## config.mk

```make
export PLATFORM = sky130hd
export DESIGN_NAME = i2c_slave_flat
export DESIGN_NICKNAME = d
export VERILOG_FILES = /design/src/rtl/i2c_pkg.sv /design/src/rtl/i2c_slave_if.sv /design/src/rtl/i2c_sync_edge.sv /design/src/rtl/i2c_slave.sv /design/src/flat_wrapper.sv
export SDC_FILE = /design/constraint.sdc
export NUM_CORES = 1
export LEC_CHECK = 0
export BUFFER_PORTS_ARGS = -buffer_cell sky130_fd_sc_hd__buf_4
export CORE_AREA = 2 2 58 60
export CTS_CLUSTER_SIZE = 20
export DETAILED_ROUTE_END_ITERATION = 16
export DIE_AREA = 0 0 60 62
export HOLD_SLACK_MARGIN = 0.03
export MAX_ROUTING_LAYER = met4
export PLACE_DENSITY = 0.77
export SLEW_MARGIN = 30
export SYNTH_ARGS = -nofsm -noshare
export SYNTH_HDL_FRONTEND = slang
export SYNTH_SLANG_ARGS = --single-unit
```

## constraint.sdc

```tcl
create_clock -name clk -period 2.2 [get_ports clk]
set_input_delay 0.55 -clock clk [delete_from_list [all_inputs] [get_ports clk]]
set_output_delay 0.55 -clock clk [all_outputs]
set_load 0.05 [all_outputs]
```

## src/rtl/i2c_pkg.sv

```systemverilog
// Shared types for the I2C target and the master's bench: FSM states, bit counter, byte type.
package i2c_pkg;

  localparam int BIT_CNT_W = 3;

  typedef logic [BIT_CNT_W-1:0] bit_cnt_t;
  typedef logic [7:0]           data_t;

  localparam bit_cnt_t BIT_CNT_MSB = '1;

  typedef enum logic [2:0] {
    ST_IDLE,
    ST_ADDR,
    ST_ADDR_ACK,
    ST_RX,
    ST_RX_ACK,
    ST_TX,
    ST_TX_ACK,
    ST_IGNORE
  } i2c_state_t;

endpackage

```

## src/rtl/i2c_slave_if.sv

```systemverilog
// Bus pins and user-side byte handshake of the I2C target.
interface i2c_slave_if;
  import i2c_pkg::*;

  logic  scl_in;
  logic  sda_in;
  logic  sda_oe;
  data_t rx_data;
  logic  rx_valid;
  data_t tx_data;
  logic  tx_req;
  logic  busy;

  modport slave (
    input  scl_in, sda_in, tx_data,
    output sda_oe, rx_data, rx_valid, tx_req, busy
  );

  modport master (
    output scl_in, sda_in, tx_data,
    input  sda_oe, rx_data, rx_valid, tx_req, busy
  );
endinterface

```

## src/rtl/i2c_sync_edge.sv

```systemverilog
// Multi-stage synchroniser with rise/fall strobes; flops preset high to match an idle bus.
module i2c_sync_edge #(
  parameter int STAGES = 2
) (
  input  logic clk,
  input  logic reset,
  input  logic d,
  output logic q,
  output logic rise,
  output logic fall
);

  logic [STAGES-1:0] sync_r;
  logic              q_d;

  always_ff @(posedge clk or posedge reset) begin
    if (reset) begin
      sync_r <= '1;
      q_d    <= 1'b1;
    end else begin
      sync_r <= {sync_r[STAGES-2:0], d};
      q_d    <= sync_r[STAGES-1];
    end
  end

  assign q    = sync_r[STAGES-1];
  assign rise = q & ~q_d;
  assign fall = ~q & q_d;

endmodule

```

## src/rtl/i2c_slave.sv

```systemverilog
// I2C target: oversampled SCL/SDA, fixed 7-bit address, byte delivery on write, byte request on read.
module i2c_slave
  import i2c_pkg::*;
#(
  parameter logic [6:0] ADDR        = 7'h58,
  parameter int         SYNC_STAGES = 2
) (
  input logic         clk,
  input logic         reset,
  i2c_slave_if.slave  bus
);

  // state       | meaning
  // ST_IDLE     | bus idle, waiting for START
  // ST_ADDR     | shifting address + R/W
  // ST_ADDR_ACK | driving address ACK
  // ST_RX       | shifting a write byte in
  // ST_RX_ACK   | driving data ACK
  // ST_TX       | shifting a read byte out
  // ST_TX_ACK   | sampling master ACK/NACK
  // ST_IGNORE   | not addressed, waiting for START/STOP

  logic scl, scl_rise, scl_fall;
  logic sda, sda_rise, sda_fall;

  i2c_sync_edge #(.STAGES(SYNC_STAGES)) u_scl (
    .clk(clk), .reset(reset), .d(bus.scl_in), .q(scl), .rise(scl_rise), .fall(scl_fall)
  );

  i2c_sync_edge #(.STAGES(SYNC_STAGES)) u_sda (
    .clk(clk), .reset(reset), .d(bus.sda_in), .q(sda), .rise(sda_rise), .fall(sda_fall)
  );

  logic start_det, stop_det;
  assign start_det = scl & sda_fall;
  assign stop_det  = scl & sda_rise;

  i2c_state_t state, state_nxt;
  data_t      shreg, shreg_nxt;
  bit_cnt_t   cnt, cnt_nxt;
  data_t      rx_data_r, rx_data_nxt;
  logic       sda_oe_r, sda_oe_nxt;
  logic       rx_valid_r, rx_valid_nxt;
  logic       tx_req_r, tx_req_nxt, tx_req_d;
  logic       busy_r, busy_nxt;

  data_t shift_in;
  logic  last_bit, addr_hit;
  assign shift_in = {shreg[6:0], sda};
  assign last_bit = (cnt == '0);
  assign addr_hit = (shreg[6:0] == ADDR);

  always_ff @(posedge clk or posedge reset) begin
    if (reset) state <= ST_IDLE;
    else       state <= state_nxt;
  end

  always_comb begin
    state_nxt = state;
    if (start_det) begin
      state_nxt = ST_ADDR;
    end else if (stop_det) begin
      state_nxt = ST_IDLE;
    end else begin
      case (state)
        ST_ADDR:     if (scl_rise && last_bit) state_nxt = addr_hit ? ST_ADDR_ACK : ST_IGNORE;
        // sda_oe doubles as the ACK phase flag: the second fall ends the ACK bit
        ST_ADDR_ACK: if (scl_fall && sda_oe_r) state_nxt = shreg[0] ? ST_TX : ST_RX;
        ST_RX:       if (scl_rise && last_bit) state_nxt = ST_RX_ACK;
        ST_RX_ACK:   if (scl_fall && sda_oe_r) state_nxt = ST_RX;
        ST_TX:       if (scl_fall && last_bit) state_nxt = ST_TX_ACK;
        ST_TX_ACK: begin
          if (scl_rise && sda) state_nxt = ST_IGNORE;
          else if (scl_fall)   state_nxt = ST_TX;
        end
        default: ;
      endcase
    end
  end

  always_comb begin
    shreg_nxt    = shreg;
    cnt_nxt      = cnt;
    rx_data_nxt  = rx_data_r;
    sda_oe_nxt   = sda_oe_r;
    rx_valid_nxt = 1'b0;
    tx_req_nxt   = 1'b0;
    busy_nxt     = busy_r;
    if (start_det) begin
      cnt_nxt    = BIT_CNT_MSB;
      sda_oe_nxt = 1'b0;
      busy_nxt   = 1'b0;
    end else if (stop_det) begin
      sda_oe_nxt = 1'b0;
      busy_nxt   = 1'b0;
    end else begin
      case (state)
        ST_ADDR: begin
          if (scl_rise) begin
            shreg_nxt = shift_in;
            cnt_nxt   = cnt - bit_cnt_t'(1);
            if (last_bit && addr_hit) busy_nxt = 1'b1;
          end
        end
        ST_ADDR_ACK: begin
          if (scl_fall) begin
            sda_oe_nxt = ~sda_oe_r;
            if (sda_oe_r && shreg[0]) tx_req_nxt = 1'b1;
          end
        end
        ST_RX: begin
          if (scl_rise) begin
            shreg_nxt = shift_in;
            cnt_nxt   = cnt - bit_cnt_t'(1);
            if (last_bit) begin
              rx_data_nxt  = shift_in;
              rx_valid_nxt = 1'b1;
            end
          end
        end
        ST_RX_ACK: begin
          if (scl_fall) sda_oe_nxt = ~sda_oe_r;
        end
        ST_TX: begin
          // bit 7 goes out as soon as the requested byte is captured
          if (tx_req_d) begin
            shreg_nxt  = bus.tx_data;
            sda_oe_nxt = ~bus.tx_data[7];
          end else if (scl_fall) begin
            cnt_nxt = cnt - bit_cnt_t'(1);
            if (last_bit) begin
              sda_oe_nxt = 1'b0;
            end else begin
              shreg_nxt  = {shreg[6:0], 1'b0};
              sda_oe_nxt = ~shreg[6];
            end
          end
        end
        ST_TX_ACK: begin
          if (scl_fall) tx_req_nxt = 1'b1;
        end
        default: sda_oe_nxt = 1'b0;
      endcase
    end
  end

  always_ff @(posedge clk or posedge reset) begin
    if (reset) begin
      shreg      <= '0;
      cnt        <= '0;
      rx_data_r  <= '0;
      sda_oe_r   <= 1'b0;
      rx_valid_r <= 1'b0;
      tx_req_r   <= 1'b0;
      tx_req_d   <= 1'b0;
      busy_r     <= 1'b0;
    end else begin
      shreg      <= shreg_nxt;
      cnt        <= cnt_nxt;
      rx_data_r  <= rx_data_nxt;
      sda_oe_r   <= sda_oe_nxt;
      rx_valid_r <= rx_valid_nxt;
      tx_req_r   <= tx_req_nxt;
      tx_req_d   <= tx_req_r;
      busy_r     <= busy_nxt;
    end
  end

  assign bus.sda_oe   = sda_oe_r;
  assign bus.rx_data  = rx_data_r;
  assign bus.rx_valid = rx_valid_r;
  assign bus.tx_req   = tx_req_r;
  assign bus.busy     = busy_r;

endmodule

```

## src/flat_wrapper.sv

```systemverilog
// flat-port wrapper written by rule: the top's interface ports become plain ports
module i2c_slave_flat import i2c_pkg::*;
#(
  parameter logic [6:0] ADDR        = 7'h58,
  parameter int         SYNC_STAGES = 2
)
  (clk, reset, bus_scl_in, bus_sda_in, bus_tx_data, bus_sda_oe, bus_rx_data, bus_rx_valid, bus_tx_req, bus_busy);
  i2c_slave_if bus_i ();
  input logic clk;
  input logic reset;
  input wire logic [$bits(bus_i.scl_in)-1:0] bus_scl_in;
  input wire logic [$bits(bus_i.sda_in)-1:0] bus_sda_in;
  input wire logic [$bits(bus_i.tx_data)-1:0] bus_tx_data;
  output wire logic [$bits(bus_i.sda_oe)-1:0] bus_sda_oe;
  output wire logic [$bits(bus_i.rx_data)-1:0] bus_rx_data;
  output wire logic [$bits(bus_i.rx_valid)-1:0] bus_rx_valid;
  output wire logic [$bits(bus_i.tx_req)-1:0] bus_tx_req;
  output wire logic [$bits(bus_i.busy)-1:0] bus_busy;
  assign bus_i.scl_in = bus_scl_in;
  assign bus_i.sda_in = bus_sda_in;
  assign bus_i.tx_data = bus_tx_data;
  assign bus_sda_oe = bus_i.sda_oe;
  assign bus_rx_data = bus_i.rx_data;
  assign bus_rx_valid = bus_i.rx_valid;
  assign bus_tx_req = bus_i.tx_req;
  assign bus_busy = bus_i.busy;
  i2c_slave #(.ADDR(ADDR), .SYNC_STAGES(SYNC_STAGES)) u_core (.clk(clk), .reset(reset), .bus(bus_i));
endmodule
```

# --- After elaboration in Yosys (flattened, before gate mapping) ---
# Index checks and enable logic that the tools add are counted.
totals:
  reg_bits: 32
  input_bits: 12
  out_inout_bits: 12
  word_cells: 120
op_classes:
  n_addsub: 1
  eq_ne: 23
  n_mux: 46
  bitwise_logic: 15
  n_reduce_logical: 22
ops:
  columns: ["op", "n"]
  rows:
  - ["$mux W3", 16]
  - ["$mux W7", 4]
  - ["$ne A4 B1 Y1 const B", 6]
  - ["$mux W1", 21]
  - ["$pmux W3 S6", 1]
  - ["$pmux W7 S2", 1]
  - ["$ne A3 B1 Y1 const B", 4]
  - ["$reduce_bool A3 Y1", 4]
  - ["$ne A5 B1 Y1 const B", 2]
  - ["$reduce_and A5 Y1", 2]
  - ["$eq A3 B3 Y1 const B", 3]
  - ["$not A1 Y1", 9]
  - ["$reduce_bool A8 Y1", 1]
  - ["$eq A7 B7 Y1 const B", 1]
  - ["$reduce_and A7 Y1", 1]
  - ["$and A1 B1 Y1", 6]
  - ["$eq A3 B2 Y1 const B", 2]
  - ["$logic_and A1 B1 Y1", 6]
  - ["$ne A3 B2 Y1 const B", 2]
  - ["$pmux W3 S2", 1]
  - ["$reduce_and A3 Y1", 2]
  - ["$reduce_and A6 Y1", 1]
  - ["$ne A2 B1 Y1 const B", 2]
  - ["$reduce_or A2 Y1", 2]
  - ["7 further kinds", 7]

# --- Depth between registers and ports, before layout ---
logic_depth:
  ltp_word: 7
  ltp_mapped: 8
  ltp_nobuf: 7

# --- Modules after synthesis ---
# A second synthesis with hierarchy kept.
hier_totals:
  cells_unflattened: 152
  hier_area_um2: 1659.1
modules_own_cells:
  columns: ["mod", "n_inst", "cells_each", "area_per_inst_um2", "seq_area_each_um2"]
  rows:
  - ["i2c_slave", 1, 140, 1463.9, 650.6]
  - ["i2c_sync_edge", 2, 6, 97.6, 78.8]

# --- Worst setup path before layout ---
# OpenSTA, ideal clock, no wires.
synth_timing:
  path_kind: "flip-flop to flip-flop"
  from: "register u_core.u_scl.sync_r[1]"
  to: "register u_core.rx_data_r[0], in the netlist u_core.bus.rx_data[0]"
  setup_time_ns: 0.125
  arrival_ns: 1.752
  t_required_ns: 2.075
  slack_ns: 0.323
  stages_incl_launch_ff: 5
  path_buffers: 1
  period_less_slack_ns: 1.877
  cell_sequence: "dfstp_2 or3b_1 buf_2 nor3_4 mux2_2"
synth_between:
  elab_chain_cells: 3
  word_cells_on_any_way: 6
  classes_between: "5 x bitwise; 1 x reduce/logical"
synth_rtl:
  columns: ["element", "line", "rtl"]
  rows:
  - ["start, declared", "i2c_sync_edge.sv:13", "logic [STAGES-1:0] sync_r;"]
  - ["start signal, assigned", "i2c_sync_edge.sv:21", "sync_r <= {sync_r[STAGES-2:0], d};"]
  - ["$and A1 B1 Y1 (on tied branches)", "i2c_slave.sv:35, i2c_slave.sv:36", null]
  - ["$not A1 Y1 (no source line)", null, null]
  - ["$reduce_and A5 Y1 (no source line) *", null, null]
  - ["end signal, assigned", "i2c_slave.sv:160", "rx_data_r <= rx_data_nxt;"]
  - ["end, declared", "i2c_slave.sv:41", "data_t rx_data_r, rx_data_nxt;"]
# Mark *: on every way between the ends. The rest lies on a longest branch, timed or not.
# A chain may end at the register's enable or synchronous reset.

# --- Final worst setup path ---
# Same ends and word-level chain as after synthesis.

==> impl_metrics.tcl <==
set metrics [dict create \
    synth_warnings 0 \
    drc 0 \
    synth_top_family_by_area "simple AND/OR/NAND/NOR gates" \
    grt_usage 0.2160 \
    synthCells 150 \
    dp_slack_ns 0.1264 \
    synth_mux_area_frac 0.1581 \
    p_per_area_mw_per_mm2 1112 \
    synth_edf_count 0 \
    yosys_register_bits 32 \
    first_pass_iters 5 \
    num_vias 1288 \
    postSynthNetCount 164 \
    skew_ns 0.005498 \
    cts_hold_buf 0 \
    initial_utilization 0.5226 \
    nNetsFinal 192 \
    cap_violations 0 \
    synth-simple-area-share 0.1694 \
    p_switching_w 0.0007977 \
    worstPathArrival_ns 2.33 \
    seqPwrFrac 0.403 \
    final_layout_size_suffix_gt1_frac 0.3575 \
    synth_cell_type_count 43 \
    p_int_w 0.001388 \
    hold_viol_final 0 \
    numCtsBuffers 5 \
    crit_fanout 10 \
    syn_area_per_cell_um2 11.08 \
    synth-async-reset-ratio 1.000 \
    p_leak_nw 0.9107 \
    worst_slew_pin_slew_ns 0.5212 \
    drv_slew 0 \
    cts_tree "built" \
    fmaxAchievable_mhz 474.8 \
    synth_compound_area_frac 0.1235 \
    ys_seq_area_frac 0.4864 \
    setup_viol 0 \
    worst_slack_ns 0.09377 \
    grt_max_degree 33 \
    ir_worst_vdd_mv 0.5249 \
    crit_type "reg -> reg" \
    viasPerCell 5.724 \
    ios 24 \
    synthFlopType "dfrtp_1" \
    clk_pin_slew_ns 0.10 \
    antenna_found_initial 0 \
    status "finished clean" \
    ctsHtreeMaxLevel 2 \
    coreArea_mm2 0.003179 \
    post-route-min-period_ns 2.106 \
    grt_pass1_vias 1224 \
    yosysTopAreaCell "dfrtp_1" \
    critPathCaptureType "flip-flop" \
    power_frac_clock 0.203 \
    switching_share 0.3649 \
    cts_root_buffer "clkbuf_4" \
    die-height_um 62 \
    die_area_mm2 0.003720 \
    cts.sinks 32 \
    rows 21 \
    clk_latency_ns 0.33 \
    power_w 0.002186 \
    numPortBuffers 23 \
    finalNonFillerCells 225 \
    post_cts_buffers 0 \
    die_w_um 60 \
    synthAdderAreaFrac 0.02108 \
    drt_first_iter_violations 61 \
    num_antenna_cells 0 \
    startpoint_type "flip-flop" \
    synth_top_area_share 0.3916 \
    crit_required_ns 2.42 \
    period_share 0.9574 \
    combPwrFrac 0.394 \
    rsz0062_at_grt "false" \
    syn2layout_area_growth_pct 18.30 \
    relSlewSlack 0.6514 \
    dp.cells 217 \
    wl_per_cell_um 15.17 \
    gp_congestion 0.9193 \
    grt_pass1_wl_mm 5.623 \
    final.setup.tns_ns 0 \
    hp-class "in -> async" \
    netlist_top_cells_count "26 x dfrtp_1, 14 x mux2_2, 12 x nor2_1" \
    dpl_cell_area_mm2 0.001889 \
    yosys-top-cells-area "dfrtp_1 39%, dfstp_2 9.5%, mux2_2 9.5%" \
    fin_area_mm2 0.001966 \
    grt-ovfl-total 0 \
    ant_nets 0 \
    dp_hpwl_mm 2.414 \
    cts_resized 0 \
    syn_area_mm2 0.001662 \
    cts_buffer_depth 2 \
    yosys.cell_count.top_type "dfrtp_1" \
    yosys.area_share.xor_xnor 0.01054 \
    wl_mm 3.413 \
]
==> kinds of logic after synthesis <==
group,after synthesis
xor gates and xnor gates,2
adders and majority gates,3
DFF,32
muxes,21
buffers and inverters,11
AOI/OAI and AO/OA,29
and+or+nand+nor,52
==> metrics by stage <==
step | util | hold WS, ns
floorplan | - | 0.3452
global placement | 0.5943 | 0.3458
detailed placement | 0.5943 | 0.3472
CTS | 0.6183 | 0.2958
global route | 0.6183 | 0.3054
finish | 0.6183 | 0.2923
==> flip-flops by register name, indices dropped and copies added, names as in the netlist <==
signal               flops
u_core.u_sda.sync_r      2
u_core.tx_req_d          1
u_core.bus.rx_valid      1
u_core.u_scl.sync_r      2
u_core.bus.busy          1
u_core.bus.rx_data       8
u_core.cnt               3
u_core.u_sda.q_d         1
u_core.bus.tx_req        1
u_core.state             3
u_core.shreg             7
u_core.bus.sda_oe        1
u_core.u_scl.q_d         1
==> cells in the final DEF (no fill, tap or decap), types with 2 or more instances in the layout <==
| cell type | n |
|---|---|
| mux2_4 | 7 |
| ha_1 | 2 |
| nor3_1 | 4 |
| inv_1 | 5 |
| buf_4 | 27 |
| nor3b_1 | 2 |
| nand2b_1 | 2 |
| dfrtp_1 | 26 |
| nand2_1 | 11 |
| a221o_1 | 4 |
| clkbuf_4 | 5 |
| mux2_2 | 14 |
| nor2b_1 | 4 |
| nand3_1 | 5 |
| o21ai_0 | 8 |
| nor2_1 | 12 |
| dfstp_2 | 6 |
| a21oi_1 | 6 |
| a211oi_1 | 2 |
| nand4_1 | 2 |
==> routing by layer <==
| metal | part of all wire | global-route usage |
|---|---|---|
| met5 | 0 | - |
| met4 | 0.016 | 0.09206 |
| met3 | 0.052 | 0.04762 |
| met2 | 0.49 | 0.3385 |
| met1 | 0.44 | 0.2713 |
==> path summary, 6_finish.rpt <==
path / start / end / slack, ns / cells past startpoint
worst min register to register: u_core.u_scl.sync_r[0] / u_core.u_scl.sync_r[1] / 0.36 / 0
worst max register to register: u_core.u_scl.sync_r[1] / u_core.bus.rx_data[0] / 0.09 / 3
max in group asynchronous: reset / u_core.u_scl.sync_r[1] / 1.58 / 3
min in group clk: bus_scl_in / u_core.u_scl.sync_r[0] / 0.32 / 1
worst min-delay path: reset / u_core.cnt[2] / 0.29 / 3
worst max-delay path: u_core.u_scl.sync_r[1] / u_core.bus.rx_data[0] / 0.09 / 3
==> area by class of cell <==
cell class | instances | area (um2)
flip-flops and latches | 32 | 808.3
clock buffers | 6 | 41.29
repair buffers | 27 | 202.7
well taps | 46 | 57.56
multi-input cells | 107 | 802.0
clock inverters | 2 | 35.03
fillers | 263 | 1214
inverters | 5 | 18.77
==> critical path, stage by stage (launching register included) <==
cell	delay [ns]
dfstp_2	0.61
or3b_1	0.48
nor3_4	0.52
mux2_2	0.39
==> power groups by stage <==
stage | combinational (W) | sequential (W) | clock, W
floorplan | 0.000642 | 0.000897 | 0
global placement | 0.000822 | 0.000878 | 0
detailed placement | 0.000859 | 0.000888 | 0
CTS | 0.000862 | 0.000877 | 0.000451
global route | 0.000946 | 0.000902 | 0.000474
finish | 0.000862 | 0.000881 | 0.000443
(Power assumes the default switching activity.)
